## src/rtl/sub_serial_pkg.sv

```systemverilog
// sub_serial_pkg: shared state encoding, default sizes and counter-width helper
package sub_serial_pkg;
  typedef enum logic [1:0] {IDLE = 2'd0, RUN = 2'd1, DONE = 2'd2} state_t;
  localparam int DEF_WIDTH = 32;
  localparam int DEF_BITS_PER_CYCLE = 1;
  function automatic int cnt_width(input int n);
    return $clog2(n) + 1;
  endfunction
endpackage

```

## src/rtl/full_adder_cell.sv

```systemverilog
// full_adder_cell: 1-bit XOR+MUX full adder used in the serial subtractor chain
module full_adder_cell (
  input  logic a,
  input  logic b,
  input  logic cin,
  output logic s,
  output logic cout
);
  logic axc;
  assign axc = a ^ cin;
  assign cout = axc ? b : a;
  assign s = axc ^ b;
endmodule

```

## src/rtl/sub_int32_serial.sv

```systemverilog
// sub_int32_serial: bit-serial A - B (A + ~B + 1), BITS_PER_CYCLE bits per clock
// Define SUB_INT32_SERIAL_FLAGS_EN to add the borrow and ovf outputs.
module sub_int32_serial
  import sub_serial_pkg::*;
#(
  parameter int WIDTH = DEF_WIDTH,
  parameter int BITS_PER_CYCLE = DEF_BITS_PER_CYCLE
) (
  input  logic             clk,
  input  logic             rst_n,
  input  logic             in_valid,
  output logic             in_ready,
  input  logic [WIDTH-1:0] a,
  input  logic [WIDTH-1:0] b,
  output logic             out_valid,
  input  logic             out_ready,
  output logic [WIDTH-1:0] diff
`ifdef SUB_INT32_SERIAL_FLAGS_EN
  ,
  output logic             borrow,
  output logic             ovf
`endif
);
  localparam int N = WIDTH / BITS_PER_CYCLE;
  localparam int CW = cnt_width(N);
  state_t state, nxt;
  logic [WIDTH-1:0] a_sh, b_sh;
  logic [CW-1:0] cnt;
  logic carry, accept, last;
  logic [BITS_PER_CYCLE:0] c;
  logic [BITS_PER_CYCLE-1:0] s;
  assign c[0] = carry;
  for (genvar i = 0; i < BITS_PER_CYCLE; i++) begin : g_cell
    full_adder_cell u_cell (.a(a_sh[i]), .b(b_sh[i]), .cin(c[i]), .s(s[i]), .cout(c[i+1]));
  end
  // the unused encoding behaves as IDLE
  assign in_ready = state != RUN && state != DONE;
  assign out_valid = state == DONE;
  assign accept = in_valid && in_ready;
  assign last = state == RUN && cnt == CW'(N - 1);
  always_comb begin
    nxt = IDLE;
    if (state == RUN) nxt = last ? DONE : RUN;
    else if (state == DONE) nxt = out_ready ? IDLE : DONE;
    else nxt = accept ? RUN : IDLE;
  end
  always_ff @(posedge clk or negedge rst_n) begin
    if (!rst_n) begin
      state <= IDLE;
      a_sh <= '0;
      b_sh <= '0;
      cnt <= '0;
      carry <= 1'b1;
      diff <= '0;
    end else begin
      state <= nxt;
      if (accept) begin
        a_sh <= a;
        b_sh <= ~b;
        carry <= 1'b1;
        cnt <= '0;
        diff <= '0;
      end else if (state == RUN) begin
        a_sh <= a_sh >> BITS_PER_CYCLE;
        b_sh <= b_sh >> BITS_PER_CYCLE;
        carry <= c[BITS_PER_CYCLE];
        cnt <= cnt + 1'b1;
        diff <= {s, diff[WIDTH-1:BITS_PER_CYCLE]};
      end
    end
  end
`ifdef SUB_INT32_SERIAL_FLAGS_EN
  always_ff @(posedge clk or negedge rst_n) begin
    if (!rst_n) begin
      borrow <= 1'b0;
      ovf <= 1'b0;
    end else if (accept) begin
      borrow <= 1'b0;
      ovf <= 1'b0;
    end else if (last) begin
      borrow <= ~c[BITS_PER_CYCLE];
      ovf <= c[BITS_PER_CYCLE] ^ c[BITS_PER_CYCLE-1];
    end
  end
`endif
endmodule

```

## config.mk

```make
export PLATFORM = sky130hd
export DESIGN_NAME = sub_int32_serial
export DESIGN_NICKNAME = d
export VERILOG_FILES = /design/src/rtl/sub_serial_pkg.sv /design/src/rtl/full_adder_cell.sv /design/src/rtl/sub_int32_serial.sv
export SDC_FILE = /design/constraint.sdc
export NUM_CORES = 1
export LEC_CHECK = 0
export BUFFER_PORTS_ARGS = -buffer_cell sky130_fd_sc_hd__buf_2
export CORE_MARGIN = 3
export CORE_UTILIZATION = 54
export DETAILED_ROUTE_END_ITERATION = 8
export PLACE_DENSITY = 0.79
export SETUP_SLACK_MARGIN = 0.02
export SYNTH_ARGS = -nofsm -noshare
export SYNTH_HDL_FRONTEND = slang
export SYNTH_SLANG_ARGS = --single-unit
```

## constraint.sdc

```tcl
create_clock -name clk -period 1.75 [get_ports clk]
set_input_delay 0.4375 -clock clk [delete_from_list [all_inputs] [get_ports clk]]
set_output_delay 0.4375 -clock clk [all_outputs]
set_load 0.03 [all_outputs]
```

* After elaboration in Yosys (flattened, before gate mapping) *
Index checks and enable logic that the tools add are counted.

storage, ports and cells
  output and inout port bits = 34
  register bits = 105
  bits of input ports = 68
  word-level logic and storage cells = 35

operators by class
  reduce and logical (&&, ||, !) cells = 4
  muxes and demuxes = 16
  $add $sub $neg = 1
  equality and inequality tests = 5
  bitwise gates (word level) = 3

operators by type and width
  cell                 count
  $mux 32              6
  $not 32->32          1
  $mux 6               2
  $mux 2               4
  $add 6x1->6 const B  1
  $eq 6x5->1 const B   1
  $mux 1               4
  $logic_and 1x1->1    3
  $eq 2x1->1 const B   1
  $eq 2x2->1 const B   1
  $ne 2x1->1 const B   1
  $ne 2x2->1 const B   1
  $reduce_bool 2->1    1
  $xor 1x1->1          2

* Longest topological paths before layout *
Gate-level depths: netlist of run 1.

  word-level depth = 6
  depth in mapped cells = 8
  gate-level depth less buffers = 5

* Cells and area by module *
Synthesis of run 1 repeated with hierarchy kept, for this count alone.

second synthesis, totals
  cell total of the unflattened synthesis = 427
  area, all modules = 4692.0 um^2

by module, submodules not included
  module            times used  area an instance (um^2)  cells each
  sub_int32_serial  1           4658.2                   425
  full_adder_cell   1           33.8                     2

* Worst setup path after synthesis of run 1 *
OpenSTA, ideal clock, no wires.

  path type = register to register
  start point = register state[0]
  end point = register b_sh[13]
  clock period less this slack = 1.698 ns
  arrival = 1.571 ns
  path slack = 0.052 ns
  cell stages (with the launch flop) = 8
  buffers on the path = 2
  required time = 1.623 ns
  cells stage by stage = dfrtp_1 -> inv_1 -> ha_1 -> and2_1 -> buf_2 -> clkbuf_1 -> a211oi_1 -> a21oi_1

on the way
  word-level cells in the longest chain between the ends = 4
  elaborated cells on any way between the ends = 7
  classes of those cells = 3 x eq/ne; 1 x mux; 3 x reduce/logical

RTL lines
  item                                          RTL line                source
  start, declared                               sub_int32_serial.sv:26  state_t state, nxt;
  start signal, assigned                        sub_int32_serial.sv:56  state <= nxt;
  $ne 2x1->1 or $ne 2x2->1 (tied branches)      sub_int32_serial.sv:37  assign in_ready = state != RUN && state != DONE;
  $logic_and 1x1->1 (*)                         sub_int32_serial.sv:37
  via in_ready                                  sub_int32_serial.sv:12  output logic in_ready,
  $logic_and 1x1->1 (*)                         sub_int32_serial.sv:39  assign accept = in_valid && in_ready;
  $mux 32 or $reduce_bool 2->1 (tied branches)  -
  end signal, assigned                          sub_int32_serial.sv:59  b_sh <= ~b;
  end signal, assigned                          sub_int32_serial.sv:65  b_sh <= b_sh >> BITS_PER_CYCLE;
  end, declared                                 sub_int32_serial.sv:27  logic [WIDTH-1:0] a_sh, b_sh;

Mark *: on every way through the listed nets, which the timed path passes. The rest lies on a longest branch.
A chain may end at the register's enable or synchronous reset.

* Final worst setup path of run 1 *
  start point = register state[1]
  end point = output in_ready

on the way
  word-level cells in the longest chain between the ends = 2
  elaborated cells on any way between the ends = 3
  classes of those cells = 2 x eq/ne; 1 x reduce/logical

RTL lines
  item                                      RTL line
  $ne 2x1->1 or $ne 2x2->1 (tied branches)  sub_int32_serial.sv:37
  $logic_and 1x1->1 (*)                     sub_int32_serial.sv:37
  end, declared                             sub_int32_serial.sv:12

Every way passes the cells marked *; elsewhere a longest branch is shown, timed or not.

==> results by group, run 1 <==
Pwr
  – Pwr dens: 1650 mW/mm^2
  – Leakage: 2.95 nW
  – Peak supply drop: 782 uV

Finish
  – Final Non-Filler Cells: 633
  – Fillers: 661
  – Share of layout cells above drive strength 1: 25.4%
  – Nets: 594
  – Cell area after layout: 0.00556 sq mm
  – Syn-to-layout area delta: 18.7%
  – N_diodes: 0
  – Post-layout util: 67.0%

Placed design
  – Setup WS pre-CTS: 0.138 ns
  – Placer congestion estimate: 0.737
  – Port bufs: 101
  – Placed instance count: 616
  – Hpwl dp: 6.31 mm
  – Post-DP Area: 0.00533 sq mm

Detailed routing
  – Max layer used: met4
  – Number of antenna-violating nets in the routed design: 0
  – WL per Instance: 14.3 um
  – DR pass1 iterations: 4
  – Via count: 3375
  – Initial drt markers: 175
  – Met1 Wirelength: 4.26 mm
  – Met3 routed wirelength: 446 um
  – Vias per cell: 5.33
  – WL met2: 4.19 mm
  – Detailed Route WL: 9.04 mm
  – DRC viols: 0

Setup path
  – Max FO, Critical Path: 3
  – Worst Path Required: 1.31 ns
  – Endpoint class of the critical path: output pin
  – CP Class: flop to output pin
  – Arr. time, crit path: 1.22 ns
  – Crit start category: flop

Synth
  – Syn Area/Cell: 10.9 sq um
  – Asr flop ratio synth: 100%
  – Synth cell count leaders: dfrtp_1 (104), mux2i_1 (63), nor2_1 (38)
  – Share of the synthesized area in the top cell type: 55.6%
  – Count leader, synth: dfrtp_1
  – Synth warn: 0
  – Top FF cell, synth: dfrtp_1
  – Synthesized flop and latch total: 105
  – Post-Syn Instances: 431
  – Seq/Total Area, Yosys: 56.2%
  – Yosys cell types: 26
  – Synthesized Nets: 502
  – Largest area contributor in the netlist: dfrtp_1
  – Post-synth EDFFs: 0
  – Synth top area cells: dfrtp_1 (56%), mux2i_1 (13%), a211oi_1 (5.0%), nor2b_1 (4.1%), a21oi_1 (3.7%)
  – Mapped cell area: 0.00468 sq mm

CTS
  – CTS sink cnt: 105
  – Clock slew at reported path FFs: 0.11 ns
  – CTS tree: built
  – Max clock buf depth: 2
  – Root Driver: clkbuf_8
  – Skew-Pair Late Insertion Delay: 0.37 ns
  – H-tree depth: 3
  – TritonCTS buffer count: 9

Floorplan
  – Die Footprint: 0.00982 sq mm
  – Die span in x: 99.1 um
  – I/O pins: 102
  – # rows: 33
  – Die height: 99.1 um
  – Starting density of the core: 56.4%
  – Core footprint: 0.00830 sq mm

Timing
  – Setup violations, final: 0
  – Max Slew Vio Count: 0
  – Total Neg Setup Slack: 0 ns
  – Final Hold Vio Count: 0
  – Slew HR: 67.2%
  – Post-route setup slack: 0.0924 ns
  – Final period util: 94.7%
  – Fin crit period: 1.66 ns
  – RSZ-0062 raised after global routing: no
  – Measured slew at the worst slew-check pin: 0.492 ns
  – Max Clk Rate: 603 MHz
  – Clock Skews: 0.0109 ns

Global route
  – First-pass GRT wire length: 15.4 mm
  – Initial antenna violation count: 0
  – Number of global-route vias before repair: 3211
  – Total track usage: 19.3%
  – Largest net degree at the start of global routing: 67
  – GR Overflow Total: 0

Outcome
  – Status: finished clean

Job
  – Max Cap Viol: 0

Hold path
  – Hold WC Path Type: input port to asynchronous set/reset pin
-- power by group --
group | switching [W] | internal [W]
combinational | 0.00199 | 0.00148
sequential | 0.000657 | 0.00348
clock | 0.000889 | 0.000689
-- cell families (layout without fill, tap and decap cells) --
| family | Yosys count | after routing | share of synthesized area, % |
|---|---|---|---|
| buf+inv | 36 | 133 | 4.22 |
| flops | 105 | 105 | 56.2 |
| fa+ha+maj | 3 | 3 | 0.802 |
| xor+xnor | 5 | 5 | 0.936 |
| compound gates | 102 | 102 | 12.6 |
| simple gates | 117 | 117 | 11.8 |
| mux | 63 | 63 | 13.5 |
-- path summary, 6_finish.rpt --
check / endpoint / from / depth (start not counted) / slack, ns
min reg2reg: a_sh[31] / a_sh[31] / 2 / 0.52
min in group clk: b_sh[30] / b[30] / 2 / 0.23
max reg2reg: b_sh[29] / state[1] / 6 / 0.17
max in group asynchronous: diff[4] / rst_n / 2 / 1.14
min: diff[14] / rst_n / 1 / 0.01
max: in_ready / state[1] / 2 / 0.09
-- worst max-delay path: stages (launching register included) --
cell and delay, ns:
dfrtp_1 0.42, ha_4 0.28, buf_4 0.16
-- cell type report --
| type | instances | area, sq um | area share (%) |
|---|---|---|---|
| tap | 105 | 131 | 2.36 |
| timing repair buffer | 114 | 696 | 12.5 |
| sequential | 105 | 2630 | 47.3 |
| clock buffer | 9 | 124 | 2.23 |
| multi-input combinational | 290 | 1880 | 33.9 |
| inverter | 3 | 11.3 | 0.203 |
| clock inverter | 7 | 85.1 | 1.53 |
-- cells in the final DEF (no fill, tap or decap) --
cell        instances
a211oi_1           31
a21o_1              1
a21oi_1            35
and2_4              1
buf_12              7
buf_2              99
buf_4               8
bufinv_16           1
clkbuf_8            9
clkinv_4            1
clkinvlp_4          2
dfrtp_1           104
dfstp_2             1
ha_1                1
ha_4                2
inv_1               3
inv_6               1
inv_8               2
mux2i_1            63
nand2_1            35
nand2b_1            1
nand3_1             3
nand3b_1            2
nand4_1             2
nor2_1             38
nor2b_1            31
nor3b_1             3
o21ai_0            35
or3_1               1
xnor2_1             1
xor2_1              4
-- stage by stage --
stage	hold slack, ns	power, W
2_1_floorplan	0.142	0.00671
4_1_cts	0.0176	0.00929
3_3_place_gp	0.427	0.00750
3_5_place_dp	0.436	0.00769
6_report	0.0123	0.00919
5_1_grt	0.0303	0.00987
-- per-layer routing --
| metal | GRT usage (%) | up-vias |
|---|---|---|
| met5 | 0 | - |
| met4 | 6.62 | 0 |
| met3 | 4.14 | 12 |
| met2 | 30.0 | 72 |
| met1 | 27.3 | 1610 |
| li1 | - | 1681 |
-- what timing repair did --
item                       4_1_cts  5_1_grt
pin swaps                        0        0
buffers inserted                 1        0
hold buffers                     0        0
resized for setup                1        1
setup endpoints to repair        2        2
-- state kept, by name, indices dropped and copies added, names as in the netlist --
signal and count:
state 2, cnt 6, diff 32, a_sh 32, b_sh 32, carry 1
No activity file was read; power rests on OpenSTA's default activity.
==> run 2: changes to the inputs <==
- SYNTH_HIERARCHICAL: default -> 1
==> results by group, run 2 <==
Placed design
  – Port bufs: 101
  – Setup WS pre-CTS: 0.165 ns
  – Placer congestion estimate: 0.753
  – Hpwl dp: 6.01 mm

Floorplan
  – Core footprint: 0.00834 sq mm
  – Starting density of the core: 56.3%
  – I/O pins: 102
  – Die height: 99.2 um
  – # rows: 33
  – Die Footprint: 0.00984 sq mm
  – Die span in x: 99.2 um

Global route
  – Initial antenna violation count: 0
  – Largest net degree at the start of global routing: 60
  – M1 GR Usage: 27.1%
  – First-pass GRT wire length: 15.3 mm
  – M2 GR Usage: 29.9%
  – GR Util met3: 4.07%
  – Number of global-route vias before repair: 3207
  – GR Overflow Total: 0
  – Total track usage: 19.1%
  – Global routing's busiest layer: met2

Timing
  – Setup violations, final: 0
  – Final Hold Vio Count: 0
  – Measured slew at the worst slew-check pin: 0.287 ns
  – Max Clk Rate: 597 MHz
  – Fin crit period: 1.68 ns
  – Final period util: 95.8%
  – Total Neg Setup Slack: 0 ns
  – Clock Skews: 0.00874 ns
  – Post-route setup slack: 0.0744 ns
  – Slew HR: 80.9%
  – Max Slew Vio Count: 0
  – RSZ-0062 raised after global routing: no

Detailed routing
  – DRC viols: 0
  – WL per Instance: 14.6 um
  – Vias per cell: 5.24
  – Via count: 3266
  – Initial drt markers: 122
  – Number of antenna-violating nets in the routed design: 0
  – Detailed Route WL: 9.07 mm
  – DR pass1 iterations: 4

CTS
  – Skew-Pair Late Insertion Delay: 0.36 ns
  – CTS sink cnt: 105
  – Root Driver: clkbuf_8
  – # hold bufs at CTS: 0
  – Clock slew at reported path FFs: 0.10 ns
  – CTS tree: built
  – Max clock buf depth: 2
  – TritonCTS buffer count: 9
  – H-tree depth: 3

Synth
  – Yosys cell types: 26
  – Synth cell count leaders: dfrtp_1 (104), mux2i_1 (65), nor2_1 (39)
  – Synthesized Nets: 498
  – Count leader, synth: dfrtp_1
  – Seq/Total Area, Yosys: 56.0%
  – Synthesized flop and latch total: 105
  – Top FF cell, synth: dfrtp_1
  – Synth top area cells: dfrtp_1 (55%), mux2i_1 (14%), a211oi_1 (5.0%), nor2b_1 (4.1%), a21oi_1 (3.5%)
  – Syn Area/Cell: 11.0 sq um
  – Mapped cell area: 0.00469 sq mm
  – Post-synth EDFFs: 0
  – Asr flop ratio synth: 100%
  – Synth warn: 6
  – Post-Syn Instances: 427
  – Share of the synthesized area in the top cell type: 55.5%
  – Largest area contributor in the netlist: dfrtp_1

Pwr
  – Peak supply drop: 1060 uV
  – Pwr dens: 1690 mW/mm^2
  – Leakage: 2.97 nW

Setup path
  – CP Class: flop to output pin
  – Max FO, Critical Path: 3
  – Crit start category: flop
  – Worst Path Required: 1.31 ns
  – Endpoint class of the critical path: output pin
  – Arr. time, crit path: 1.24 ns

Finish
  – Most frequent cells in the layout: dfrtp_1 (104), buf_2 (99), mux2i_1 (65)
  – Fillers: 655
  – Regs by FF count: a_sh (32), b_sh (32), diff (32)
  – Multi-input logic area: 0.00189 sq mm
  – N_diodes: 0
  – Syn-to-layout area delta: 18.7%
  – FF/Latch Area: 0.00263 sq mm
  – Nets: 585
  – Share of layout cells above drive strength 1: 25.1%
  – Most common cell after layout, fill and taps aside: dfrtp_1

Outcome
  – Status: finished clean

Job
  – Max Cap Viol: 0

Hold path
  – Hold WC Path Type: input port to asynchronous set/reset pin
-- run 2: cell count changes after synthesis, moves of 3 or more --
| cell | delta |
|---|---|
| clkbuf_1 | -3 |
| buf_4 | +3 |
| buf_2 | +3 |
| nand3_1 | -3 |
| nor3b_1 | -3 |
-- run 2: path summary, 6_finish.rpt --
check                          from  slack, ns  cells after the start        to
max                        state[0]       0.07                      3  in_ready
min                           rst_n       0.07                      2  b_sh[18]
max reg2reg                state[0]       0.23                      6   b_sh[8]
min reg2reg                a_sh[31]       0.53                      2  a_sh[31]
max in group asynchronous     rst_n       1.40                      2     carry
min in group clk              b[13]       0.23                      2  b_sh[13]
-- run 2: power by group --
group          internal [W]  switching [W]
Sequential          0.00348       0.000676
Combinational       0.00153        0.00197
Clock              0.000943       0.000795
Total               0.00596        0.00345
-- run 2: cells by family after synthesis --
family / count (synthesis) / synth area share, %
xor+xnor: 5 / 1.25
buf+inv: 36 / 4.21
compound gates: 98 / 12.2
flops: 105 / 56.0
simple gates: 114 / 11.5
mux: 65 / 13.9
fa+ha+maj: 4 / 1.01
-- run 2: metrics by stage --
stage	power [W]	area, sq um	std cells	hold WS [ns]	utilization [%]
after global placement	0.00752	5320	608	0.463	63.8
after global routing	0.0101	5570	623	0.0675	66.8
after CTS	0.00951	5570	623	0.0618	66.8
after floorplan	0.00674	4690	427	0.142	-
final	0.00940	5570	623	0.0705	66.8
after detailed placement	0.00771	5320	608	0.460	63.8
-- run 2: layout make-up --
| class | count | share of cell area [%] |
|---|---|---|
| inverters | 3 | 0.202 |
| multi-input cells | 286 | 34.0 |
| clock buffers | 10 | 2.29 |
| clock inverters | 5 | 1.89 |
| flip-flops and latches | 105 | 47.2 |
| well taps | 105 | 2.36 |
| repair buffers | 109 | 12.1 |
-- run 2: critical path, stage by stage, from the launching register on --
cell and delay (ns):
dfrtp_1 0.41, inv_2 0.06, ha_4 0.27, buf_6 0.13
-- run 2: routing by layer --
layer  vias up  part of all wire (%)
met5         -                     0
met3        13                   4.6
met2        68                    47
li1       1640                     -
met4         0                   1.6
met1      1545                    47
-- run 2: timing repair --
action / in CTS / in global routing
setup buffers: 0 / 0
endpoints found under the setup margin: 1 / 1
resized for setup: 3 / 1
